File: config.mk
export PLATFORM = sky130hd
export DESIGN_NAME = ts_packet_gen_mc_flat
export DESIGN_NICKNAME = d
export VERILOG_FILES = /design/src/rtl/ts_pkg.sv /design/src/rtl/ts_packet_gen_mc_if.sv /design/src/rtl/ts_packet_gen_mc_rr_arbiter.sv /design/src/rtl/ts_packet_gen_mc.sv /design/src/flat_wrapper.sv
export SDC_FILE = /design/constraint.sdc
export NUM_CORES = 1
export LEC_CHECK = 0
export BUFFER_PORTS_ARGS = -buffer_cell sky130_fd_sc_hd__buf_2
export CAP_MARGIN = 10
export CORE_MARGIN = 5
export CORE_UTILIZATION = 40
export CTS_CLUSTER_DIAMETER = 50
export DETAILED_ROUTE_END_ITERATION = 8
export PLACE_DENSITY = 0.59
export SLEW_MARGIN = 20
export SYNTH_ARGS = -nofsm -noshare
export SYNTH_HDL_FRONTEND = slang
export SYNTH_SLANG_ARGS = --single-unit
File: constraint.sdc
create_clock -name clk -period 2.7 [get_ports clk]
set_input_delay 0.135 -clock clk [delete_from_list [all_inputs] [get_ports clk]]
set_output_delay 0.135 -clock clk [all_outputs]
set_load 0.05 [all_outputs]
File: src/rtl/ts_pkg.sv
// ts_pkg: shared TS constants, FSM state type and packet byte builder
package ts_pkg;
  localparam logic [7:0] TS_SYNC_BYTE = 8'h47;
  localparam logic [7:0] TS_NULL_BYTE = 8'hFF;
  localparam int TS_PID_W = 13;
  localparam int TS_CC_W = 4;
  typedef enum logic [1:0] {IDLE, ARB, SEND, GAP} ts_state_e;
  // Header bytes 0..3, then counting or null payload.
  function automatic logic [7:0] ts_byte(input logic [15:0] i, input logic [TS_PID_W-1:0] p,
                                         input logic [TS_CC_W-1:0] cc, input logic null_mode);
    return i == 16'd0 ? TS_SYNC_BYTE :
           i == 16'd1 ? {3'b010, p[12:8]} :
           i == 16'd2 ? p[7:0] :
           i == 16'd3 ? {4'b0001, cc} :
           null_mode ? TS_NULL_BYTE : i[7:0] - 8'd4;
  endfunction
endpackage

File: src/rtl/ts_packet_gen_mc_if.sv
// ts_packet_gen_mc_if: TS byte stream with ready/valid backpressure
interface ts_packet_gen_mc_if #(parameter int CH_W = 2) ();
  logic [7:0] ts_data;
  logic ts_valid;
  logic ts_ready;
  logic ts_start;
  logic ts_end;
  logic [CH_W-1:0] ts_ch;
  modport master(output ts_data, ts_valid, ts_start, ts_end, ts_ch, input ts_ready);
  modport slave(input ts_data, ts_valid, ts_start, ts_end, ts_ch, output ts_ready);
endinterface

File: src/rtl/ts_packet_gen_mc_rr_arbiter.sv
// rr_arbiter: picks first requesting channel strictly after the last grant, cyclic
module rr_arbiter #(
  parameter int N_CH = 4,
  parameter int CH_W = 2
) (
  input  logic [N_CH-1:0] req,
  input  logic [CH_W-1:0] last,
  output logic            gnt_vld,
  output logic [CH_W-1:0] gnt_idx
);
  logic [CH_W-1:0] c;
  // Scan from farthest to nearest so the nearest requester after last wins.
  always_comb begin
    gnt_vld = 1'b0;
    gnt_idx = '0;
    c = '0;
    for (int k = N_CH; k >= 1; k--) begin
      c = CH_W'((int'(last) + k) % N_CH);
      if (req[c]) begin
        gnt_vld = 1'b1;
        gnt_idx = c;
      end
    end
  end
endmodule

File: src/rtl/ts_packet_gen_mc.sv
// ts_packet_gen_mc: round-robin multi-channel MPEG-TS packet generator
module ts_packet_gen_mc
  import ts_pkg::*;
#(
  parameter int N_CH = 4,
  parameter int PKT_LEN = 188,
  parameter int CH_W = (N_CH > 1) ? $clog2(N_CH) : 1
) (
  input  logic                     clk,
  input  logic                     rst,
  input  logic                     enable,
  input  logic [N_CH-1:0]          ch_enable,
  input  logic [TS_PID_W*N_CH-1:0] pid,
  input  logic [15:0]              gap,
  input  logic                     payload_mode,
  ts_packet_gen_mc_if.master       ts,
  output logic [31:0]              pkt_count
);
  localparam int IDX_W = $clog2(PKT_LEN);
  ts_state_e state;
  logic [IDX_W-1:0] idx;
  logic [IDX_W-1:0] nidx;
  logic [CH_W-1:0] ptr;
  logic [CH_W-1:0] cur_ch;
  logic [CH_W-1:0] gnt_idx;
  logic gnt_vld;
  logic [TS_PID_W-1:0] cur_pid;
  logic [TS_CC_W-1:0] cur_cc;
  logic cur_mode;
  logic [15:0] gap_cnt;
  logic [TS_CC_W-1:0] cc [N_CH];
  logic last_byte;
  assign nidx = idx + 1'b1;
  assign last_byte = idx == IDX_W'(PKT_LEN - 1);
  assign ts.ts_ch = cur_ch;
  rr_arbiter #(.N_CH(N_CH), .CH_W(CH_W)) u_arb (
    .req    (ch_enable),
    .last   (ptr),
    .gnt_vld(gnt_vld),
    .gnt_idx(gnt_idx)
  );
  // Packet FSM: arbitrate, stream bytes under backpressure, then idle for the latched gap.
  always_ff @(posedge clk or posedge rst) begin
    if (rst) begin
      state <= IDLE;
      idx <= '0;
      ptr <= CH_W'(N_CH - 1);
      cur_ch <= '0;
      cur_pid <= '0;
      cur_cc <= '0;
      cur_mode <= 1'b0;
      gap_cnt <= '0;
      pkt_count <= '0;
      ts.ts_valid <= 1'b0;
      ts.ts_start <= 1'b0;
      ts.ts_end <= 1'b0;
      ts.ts_data <= '0;
      for (int i = 0; i < N_CH; i++) cc[i] <= '0;
    end else begin
      case (state)
        IDLE: if (enable && |ch_enable) state <= ARB;
        ARB: begin
          if (enable && gnt_vld) begin
            state <= SEND;
            idx <= '0;
            cur_ch <= gnt_idx;
            cur_pid <= pid[TS_PID_W*gnt_idx +: TS_PID_W];
            cur_cc <= cc[gnt_idx];
            cur_mode <= payload_mode;
            ts.ts_valid <= 1'b1;
            ts.ts_start <= 1'b1;
            ts.ts_end <= 1'b0;
            ts.ts_data <= TS_SYNC_BYTE;
          end else state <= IDLE;
        end
        SEND: begin
          if (ts.ts_ready) begin
            if (last_byte) begin
              ts.ts_valid <= 1'b0;
              ts.ts_start <= 1'b0;
              ts.ts_end <= 1'b0;
              ts.ts_data <= '0;
              cc[cur_ch] <= cur_cc + 1'b1;
              pkt_count <= pkt_count + 1'b1;
              ptr <= cur_ch;
              gap_cnt <= gap;
              state <= gap != 16'd0 ? GAP : ARB;
            end else begin
              idx <= nidx;
              ts.ts_data <= ts_byte(16'(nidx), cur_pid, cur_cc, cur_mode);
              ts.ts_start <= 1'b0;
              ts.ts_end <= nidx == IDX_W'(PKT_LEN - 1);
            end
          end
        end
        GAP: begin
          if (gap_cnt == 16'd1) state <= enable ? ARB : IDLE;
          else gap_cnt <= gap_cnt - 1'b1;
        end
        default: state <= IDLE;
      endcase
    end
  end
endmodule

File: src/flat_wrapper.sv
// flat-port wrapper written by rule: the top's interface ports become plain ports
module ts_packet_gen_mc_flat import ts_pkg::*;
#(
  parameter int N_CH = 4,
  parameter int PKT_LEN = 188,
  parameter int CH_W = (N_CH > 1) ? $clog2(N_CH) : 1
)
  (clk, rst, enable, ch_enable, pid, gap, payload_mode, pkt_count, ts_ts_data, ts_ts_valid, ts_ts_start, ts_ts_end, ts_ts_ch, ts_ts_ready);
  ts_packet_gen_mc_if #(.CH_W(CH_W)) ts_i ();
  input  logic clk;
  input  logic rst;
  input  logic enable;
  input  logic [N_CH-1:0] ch_enable;
  input  logic [TS_PID_W*N_CH-1:0] pid;
  input  logic [15:0] gap;
  input  logic payload_mode;
  output logic [31:0] pkt_count;
  output wire logic [$bits(ts_i.ts_data)-1:0] ts_ts_data;
  output wire logic [$bits(ts_i.ts_valid)-1:0] ts_ts_valid;
  output wire logic [$bits(ts_i.ts_start)-1:0] ts_ts_start;
  output wire logic [$bits(ts_i.ts_end)-1:0] ts_ts_end;
  output wire logic [$bits(ts_i.ts_ch)-1:0] ts_ts_ch;
  input wire logic [$bits(ts_i.ts_ready)-1:0] ts_ts_ready;
  assign ts_ts_data = ts_i.ts_data;
  assign ts_ts_valid = ts_i.ts_valid;
  assign ts_ts_start = ts_i.ts_start;
  assign ts_ts_end = ts_i.ts_end;
  assign ts_ts_ch = ts_i.ts_ch;
  assign ts_i.ts_ready = ts_ts_ready;
  ts_packet_gen_mc #(.N_CH(N_CH), .PKT_LEN(PKT_LEN), .CH_W(CH_W)) u_core (.clk(clk), .rst(rst), .enable(enable), .ch_enable(ch_enable), .pid(pid), .gap(gap), .payload_mode(payload_mode), .ts(ts_i), .pkt_count(pkt_count));
endmodule
Word-level counts from Yosys, hierarchy flattened
Index checks and enable logic that the tools add are counted.
{ "classes": {"addsub": 9, "multipliers": 1, "div": 0, "order_cmp": 7, "eq_ne": 16, "shift": 1, "mux": 57, "bitwise_logic": 2, "n_reduce_logical": 16} }
{ "op_table": {"columns": ["cell", "count"], "rows": [
  ["8-bit 2-to-1 mux", 11],
  ["52-bit by 7-bit variable part select with 13-bit output", 1],
  ["16-bit 2-to-1 mux", 3],
  ["32-bit by 1-bit adder with 32-bit output, second input constant", 1],
  ["16-bit one-hot mux with 2 select lines", 1],
  ["8-bit one-hot mux with 2 select lines", 2],
  ["2-bit 2-to-1 mux", 10],
  ["16-bit bitwise mux", 1],
  ["16-bit by 1-bit equality test with 1-bit output, second input constant", 1],
  ["8-bit by 2-bit equality test with 1-bit output, second input constant", 2],
  ["8-bit equality test, second input constant", 2],
  ["1-bit 2-to-1 mux", 16],
  ["4-bit AND reduction", 4],
  ["16-bit nonzero test", 1],
  ["16-bit by 1-bit subtractor with 16-bit output, second input constant", 1],
  ["2-bit by 3-bit less-than comparator with 1-bit output, second input constant", 4],
  ["4-bit 2-to-1 mux", 3],
  ["8-bit by 1-bit adder with 8-bit output, second input constant", 1],
  ["1-bit binary-select mux with 2-bit select", 4],
  ["4-bit binary-select mux with 2-bit select", 1],
  ["4-bit demux with 2-bit select", 1],
  ["8-bit by 1-bit equality test with 1-bit output, second input constant", 1],
  ["8-bit zero test", 1],
  ["2-bit by 1-bit != test with 1-bit output, second input constant", 4],
  ["other kinds (19)", 32]
]} }
{ "totals": {"register_bits": 107, "latchBits": 0, "mem_bits_rw": 0, "mem_bits_ro": 0, "in_bits": 77, "out_inout_bits": 45, "wordCells": 126, "memories": 0} }

Depth between registers and ports, before layout
Gate-level depths: netlist of the first run.
{ "depth": {"word_depth": 11, "depth_mapped": 9, "mapped_depth_nobuf": 8} }

By module
From an unflattened synthesis of the first run, not the netlist that was laid out.
{ "unflattened": {"hier_cells": 638, "area_unflattened_um2": 5972.0} }
{ "modules_own_cells": {"columns": ["mod", "instances", "cells_per_inst", "area_each_um2", "seq_area_each_um2"], "rows": [
  ["ts_packet_gen_mc", 1, 624, 5880.6, 2680.1],
  ["rr_arbiter", 1, 14, 91.3, 0.0]
]} }

Worst setup path before layout of the first run
No wires, ideal clock.
{ "synth_path": {"path_kind": "reg-to-reg", "startpoint": "register u_core.pkt_count[3]", "endpoint": "register u_core.pkt_count[18]", "setup_ns": 0.141, "arrival_time_ns": 2.261, "t_required_ns": 2.559, "path_slack_ns": 0.298, "stages_incl_launch_ff": 7, "path_buffers": 1, "period_less_slack_ns": 2.402, "path_cell_list": "dfrtp_1 > nand4_1 > nor4_1 > and4_1 > clkbuf_1 > nand4_1 > xnor2_1"} }
{ "synth_between": {"elab_chain_len": 1} }
{ "synth_rtl": {"columns": ["element", "line", "source"], "rows": [
  ["start: declaration", "ts_packet_gen_mc.sv:17", "output logic [31:0] pkt_count"],
  ["start signal: assignment", "ts_packet_gen_mc.sv:84", "pkt_count <= pkt_count + 1'b1;"],
  ["32-bit by 1-bit adder with 32-bit output", "ts_packet_gen_mc.sv:84", null]
]} }
Every way passes these cells.
A chain may end at the register's enable or synchronous reset.

Final worst setup path of the first run
{ "layout_path": {"startpoint": "register u_core.gap_cnt[9]", "endpoint": "register u_core.gap_cnt[12]"} }
{ "layout_between": {"elab_chain_len": 3, "word_cells_on_any_way": 6, "classes_between": "1 x add/sub; 2 x eq/ne; 2 x mux; 1 x reduce/logical"} }
{ "layout_rtl": {"columns": ["element", "line", "source"], "rows": [
  ["start: declaration", "ts_packet_gen_mc.sv:30", "logic [15:0] gap_cnt;"],
  ["start signal: assignment", "ts_packet_gen_mc.sv:86", "gap_cnt <= gap;"],
  ["start signal: assignment", "ts_packet_gen_mc.sv:98", "else gap_cnt <= gap_cnt - 1'b1;"],
  ["16-bit by 1-bit subtractor with 16-bit output / 16-bit by 1-bit equality test with 1-bit output (equally long branches)", "ts_packet_gen_mc.sv:98, ts_packet_gen_mc.sv:97", null],
  ["16-bit 2-to-1 mux / 2-bit != test (equally long branches)", null, null],
  ["16-bit one-hot mux with 2 select lines / 4-bit AND reduction (equally long branches)", null, null]
]} }
Several ways; a longest one is shown, not always the timed one. The select of a mux whose other input is x is not followed.

==> results of run 1 <==
-- area by class of cell --
class | instances | area share, %
clock buffer | 10 | 3.21
clock inverter | 6 | 0.959
inverter | 17 | 0.909
multi-input combinational | 479 | 44.3
sequential | 107 | 36.0
tap | 188 | 3.16
timing repair buffer | 149 | 11.4
-- flip-flops by register name (all words and copies together), names as in the netlist, 2 cells and up --
name and flops:
u_core.cc 16, u_core.cur_cc 4, u_core.cur_pid 13, u_core.gap_cnt 16
u_core.idx 8, u_core.pkt_count 32, u_core.ptr 2, u_core.state 2
u_core.ts.ts_ch 2, u_core.ts.ts_data 8
-- metal layers --
layer	up-vias	part of all wire, %	track usage (%)
li1	2617	-	-
met1	2560	46	24.3
met2	175	46	30.0
met3	27	6.1	4.84
met4	0	2.0	5.15
met5	-	0	0
-- critical path: stages, from the launching register on --
cell and delay, ns:
dfrtp_1 0.42, or4_4 0.56, or4_1 0.45, buf_4 0.19, nor4b_4 0.42, nor4_1 0.12, o32a_1 0.30
-- metrics by stage --
| step | cells | total power, mW | setup WS, ns | hold WS [ns] |
|---|---|---|---|---|
| after global placement | 938 | 4.81 | 0.236 | 0.138 |
| after CTS | 956 | 6.25 | 0.172 | 0.0750 |
| after detailed placement | 938 | 4.84 | 0.207 | 0.138 |
| after global routing | 956 | 6.67 | 0.0981 | 0.0847 |
| after floorplan | 639 | 4.08 | 0.298 | 0.240 |
| final | 956 | 6.25 | 0.129 | 0.0805 |
-- what timing repair did --
action / CTS / global route
resized for setup: 0 / 2
hold buffers: 2 / 0
setup buffers: 0 / 0
hold endpoints to repair: 14 / 0
endpoints found under the setup margin: 0 / 1
-- cells by family (layout without fill, tap and decap cells) --
logic type      after synthesis  count (layout)
xor+xnor                     39              39
simple gates                233             233
mux                          48              48
compound gates              147             147
flops                       107             107
fa+ha+maj                    12              12
buf+inv                      53             182
-- cells in the final DEF (no fill, tap or decap), types with 22 or more instances in the layout --
cell type and count:
buf_2 121, dfrtp_1 105, nand2_1 70, mux2i_1 36
nor2_1 30, o21ai_0 29, a21oi_1 29, xnor2_1 27
buf_4 24, nand3_1 22, nor3_1 22
-- path summary, 6_finish.rpt --
| kind | slack [ns] | startpoint | cells past startpoint | endpoint |
|---|---|---|---|---|
| max | 0.13 | u_core.gap_cnt[9]$_DFFE_PP0P_ | 6 | u_core.gap_cnt[12]$_DFFE_PP0P_ |
| min | 0.08 | gap[14] | 3 | u_core.gap_cnt[14]$_DFFE_PP0P_ |
| max reg2reg | 0.13 | u_core.gap_cnt[9]$_DFFE_PP0P_ | 6 | u_core.gap_cnt[12]$_DFFE_PP0P_ |
| min reg2reg | 0.47 | u_core.pkt_count[31]$_DFFE_PP0P_ | 1 | u_core.pkt_count[31]$_DFFE_PP0P_ |
| max in group asynchronous | 1.70 | rst | 4 | u_core.ptr[0]$_DFFE_PP1P_ |
| min in group asynchronous | 0.30 | rst | 3 | u_core.gap_cnt[4]$_DFFE_PP0P_ |
-- power breakdown --
group | internal, mW | total [mW] | switching, mW
logic | 0.988 | 2.60 | 1.62
registers | 1.92 | 2.25 | 0.324
clock network | 0.756 | 1.40 | 0.645
total | 3.67 | 6.25 | 2.58
==> metrics.md, run 1 <==
| Metric | Value |
|---|---|
| Status | `complete, no violations` |
| Crit path kind | `flip-flop to flip-flop` |
| Pwr/cell area | `841 mW/mm^2` |
| Synth warnings | `0` |
| Synth area leader | `dfrtp_1` |
| Synth top area cells | `dfrtp_1 43%, mux2i_1 5.8%, nand2_1 4.3%` |
| Initial antenna violation count | `0` |
| Mux contribution to synthesized area | `8.03%` |
| Starting Density | `40.8%` |
| Final setup fails | `0` |
| Post-Syn Nets | `728` |
| Skew final | `0.00613 ns` |
| RSZ-0062 raised after global routing | `false` |
| XOR/XNOR Fraction of Synth Area | `5.53%` |
| Worst Hold Class | `input port to flip-flop` |
| Proportion of layout cells with a drive suffix above 1 | `25.3%` |
| Startpoint types | `flip-flop` |
| Leak | `3.46 nW` |
| Yosys cell types | `66` |
| Overall fraction of global-route tracks in use | `18.4%` |
| # diodes | `0` |
| Filler cells | `1,393` |
| Detailed-router iteration count before antenna repair | `5` |
| Avg Inst Size Synth | `9.66 um^2` |
| Yosys top cell area share | `42.6%` |
| Die Ht | `134 um` |
| Slew Viols, Final | `0` |
| Main combinational cell family by area after synthesis | `simple AND/OR/NAND/NOR gates` |
| VDD IR-drop max | `0.000381 V` |
| Setup TNS | `0 ns` |
| Synth Flop Type | `dfrtp_1` |
| # clock sinks | `107` |
| Remaining Overflow, GRT | `0` |
| Clk_lat worst skew | `0.36 ns` |
| Total clock buffers created by CTS | `9` |
| Slew HR | `63.9%` |
| Drt total wl | `16,600 um` |
| First-pass GRT wire length | `27,300 um` |
| Most common cell in the netlist | `dfrtp_1` |
| GPL Wtd Cong | `0.929` |
| Worst slew pin tran | `0.541 ns` |
| # IOs | `122` |
| Area of the multi-input gates | `0.00330 mm^2` |
| Number of synthesized flops with an enable pin | `0` |
| WL/cell | `17.4 um` |
| Via density | `5.63` |
| Drt drc | `0` |
| Async set or reset register ratio after synthesis | `100%` |
| Core area | `0.0151 mm^2` |
| Register area share after synthesis | `43.4%` |
| Minimum clock period | `2.57 ns` |
| Cells after Synth | `639` |
| DRT iter0 DRCs | `354` |
| Die area | `0.0180 mm^2` |
| Root buf cell | `clkbuf_16` |
| Largest net degree at the start of global routing | `74` |
| Hold Fails Final Rpt | `0` |
| Simple-Gate Fraction of Synth Area | `20.3%` |
| Die width | `134 um` |
| Final nets | `852` |
| Vias in the first global route | `5,419` |
| Core Rows | `45` |
| Max-cap violations | `0` |
| Adder-Cell Fraction of Synth Area | `2.43%` |
| Remaining antenna violation count | `0` |
| Worst Path Max Fanout | `5` |
| Synth-to-layout area growth | `20.5%` |
| H-tree depth | `3` |
| Max Buffers Root-to-Sink | `2` |
| Setup crit end kind | `flip-flop` |
| Most instantiated cells after synthesis | `105 x dfrtp_1, 70 x nand2_1, 36 x mux2i_1` |
| Compound-cell area share of the yosys netlist | `16.7%` |
| Mapped cell area | `0.00617 mm^2` |
| Register Area | `0.00268 mm^2` |
| Fmax | `389 MHz` |
| Via count | `5,379` |
| Period utilization | `95.2%` |
| CP required | `2.94 ns` |
| Worst-path clk slew | `0.07 ns` |
| Design area | `0.00743 mm^2` |
| DP HPWL | `12,300 um` |
| CTS tree | `yes` |
| WP data arrival | `2.81 ns` |
| Port Buffers | `121` |
| Placed cell areas | `0.00709 mm^2` |
| Post-layout util | `49.1%` |
| Synth Register Bits | `107` |
(Power assumes the default switching activity.)
==> run 2: changes to the inputs <==
--- a/config.mk
+++ b/config.mk
@@ -11,6 +11,7 @@
 export CORE_UTILIZATION = 40
 export CTS_CLUSTER_DIAMETER = 50
 export DETAILED_ROUTE_END_ITERATION = 8
+export MAX_ROUTING_LAYER = met4
 export PLACE_DENSITY = 0.59
 export SLEW_MARGIN = 20
 export SYNTH_ARGS = -nofsm -noshare
==> run 2 against run 1 <==
  * Register-to-register slack improved by 0.03 ns
  * Non-clock buffer count rose by 2
  * Core utilization is 0.074 points higher
  * Count of clock-buffer cells in the layout stayed put
  * Combinational power hardly changed
  * Clock power barely moved
  * Flip-flop and latch count unchanged
  * Design area up 0.15%
  * Global-route usage is 0.57 points higher
  * Critical path type unchanged
  * Critical endpoint unchanged
  * Highest routed layer unchanged
==> metrics.md, run 2 (synthesized netlist as in run 1, its figures left out) <==
| Metric | Value |
|---|---|
| Status | `complete, no violations` |
| Setup ws final | `0.160 ns` |
| Via count | `5,420` |
| Pre-CTS setup slack | `0.186 ns` |
| Synth-to-layout area growth | `20.6%` |
| Slew HR | `42.6%` |
| Clock power frac | `22.2%` |
| CP Launch Point | `u_core.gap_cnt[9]$_DFFE_PP0P_` |
| Largest register FFs | `32` |
| Commonest non-fill, non-tap cell in the layout | `buf_2` |
| Minimum clock period | `2.54 ns` |
| Port Buffers | `121` |
| Core Rows | `45` |
| Slew Viols, Final | `0` |
| Drt total wl | `16,700 um` |
| Initial antenna violation count | `0` |
| Remaining antenna violation count | `0` |
| Max Buffers Root-to-Sink | `2` |
| GPL Wtd Cong | `0.913` |
| Total clock buffers created by CTS | `9` |
| WL/cell | `17.4 um` |
| Period utilization | `94.1%` |
| VDD IR-drop max | `0.000388 V` |
| Combinational power share | `42.1%` |
| Most frequent cells in the layout | `121 x buf_2, 105 x dfrtp_1, 70 x nand2_1` |
| # diodes | `0` |
| Reg with most FFs | `u_core.pkt_count` |
| Startpoint types | `flip-flop` |
| Hold Fails Final Rpt | `0` |
| H-tree depth | `3` |
| WP data arrival | `2.78 ns` |
| R2R Path Start | `u_core.gap_cnt[9]$_DFFE_PP0P_` |
| FF-to-FF setup slack | `0.16 ns` |
| Switch share | `41.4%` |
| Die Ht | `134 um` |
| Drt drc | `0` |
| Largest net degree at the start of global routing | `42` |
| Largest regs | `u_core.pkt_count (32), u_core.cc (16), u_core.gap_cnt (16)` |
| CTS tree | `yes` |
| Worst slew pin tran | `0.859 ns` |
| Hold WS | `0.0892 ns` |
| Post-layout util | `49.2%` |
| Vias in the first global route | `5,366` |
| CP required | `2.94 ns` |
| Root buf cell | `clkbuf_16` |
| Int Power | `3.66 mW` |
| Final nets | `854` |
| # IOs | `122` |
| Die area | `0.0180 mm^2` |
| Detailed-router iteration count before antenna repair | `5` |
| # clock sinks | `107` |
| Setup crit end kind | `flip-flop` |
| Leak | `3.47 nW` |
| Die width | `134 um` |
| Core area | `0.0151 mm^2` |
| Max-cap violations | `0` |
| Setup TNS | `0 ns` |
| Final setup fails | `0` |
| Remaining Overflow, GRT | `0` |
| Via density | `5.66` |
| Starting Density | `40.8%` |
| Clk_lat worst skew | `0.36 ns` |
| Overall fraction of global-route tracks in use | `19.0%` |
| First-pass GRT wire length | `27,100 um` |
| Pwr/cell area | `839 mW/mm^2` |
| Worst-path clk slew | `0.07 ns` |
| NetSw | `2.59 mW` |
| Proportion of layout cells with a drive suffix above 1 | `25.3%` |
| Sequential power share | `35.7%` |
| Crit path kind | `flip-flop to flip-flop` |
| Hold path start | `gap[14]` |
| RSZ-0062 raised after global routing | `false` |
| Design Power | `6.25 mW` |
| Skew final | `0.00958 ns` |
| Fmax | `394 MHz` |
| Worst Path Max Fanout | `5` |
| DRT iter0 DRCs | `388` |
| Worst Hold Class | `input port to flip-flop` |
| DP HPWL | `12,200 um` |
==> run 2: cell count changes in the layout (fill, tap and decap cells not counted), sizes merged <==
cell,previous run,this run
clkinvlp,2,1
buf,147,149
clkinv,2,3
==> run 2: stage by stage <==
step                      instance area (um^2)  instances
after floorplan                           6180        639
after global placement                    7110        940
after detailed placement                  7110        940
after CTS                                 7440        958
after global routing                      7450        958
final                                     7450        958
==> run 2: layout make-up <==
| class | count | area [um^2] |
|---|---|---|
| multi-input combinational | 479 | 3290 |
| sequential | 107 | 2680 |
| clock inverter | 6 | 70.1 |
| clock buffer | 10 | 239 |
| timing repair buffer | 151 | 861 |
| inverter | 17 | 67.6 |
| fill | 1416 | 7700 |
| tap | 188 | 235 |
==> run 2: worst paths after layout <==
path / end / cells after the start
worst max register to register: u_core.gap_cnt[12]$_DFFE_PP0P_ / 6
worst max-delay path: u_core.gap_cnt[12]$_DFFE_PP0P_ / 6
max in group asynchronous: u_core.ptr[1]$_DFFE_PP1P_ / 4
worst min register to register: u_core.ts.ts_end$_DFFE_PP0P_ / 2
worst min-delay path: u_core.gap_cnt[14]$_DFFE_PP0P_ / 3
min in group asynchronous: u_core.ts.ts_end$_DFFE_PP0P_ / 3
==> run 2: power groups by stage <==
stage	clock network [mW]	logic, mW	registers (mW)
after floorplan	0	1.64	2.44
after global placement	0	2.56	2.26
after detailed placement	0	2.58	2.26
after CTS	1.42	2.61	2.23
after global routing	1.49	2.87	2.28
final	1.39	2.63	2.23
==> run 2: worst max-delay path, cell delays in order, from the launching register on <==
cell     delay [ns]
dfrtp_1        0.43
or4_4          0.57
or4_1          0.44
buf_4          0.19
nor4b_4        0.38
nor4_1         0.11
o32a_1         0.30
==> run 2: layer usage <==
| metal | global-route usage [%] | part of all wire [%] | up-vias |
|---|---|---|---|
| li1 | - | - | 2618 |
| met1 | 25.4 | 47 | 2592 |
| met2 | 29.1 | 46 | 182 |
| met3 | 3.11 | 5.4 | 28 |
| met4 | 7.41 | 2.3 | 0 |
| met5 | - | 0 | - |
==> run 2: repair_timing <==
action                                  CTS  global route
hold buffers                              2             0
hold endpoints to repair                 36             0
setup buffers                             0             0
endpoints found under the setup margin    0             2
gates resized for setup                   0             1
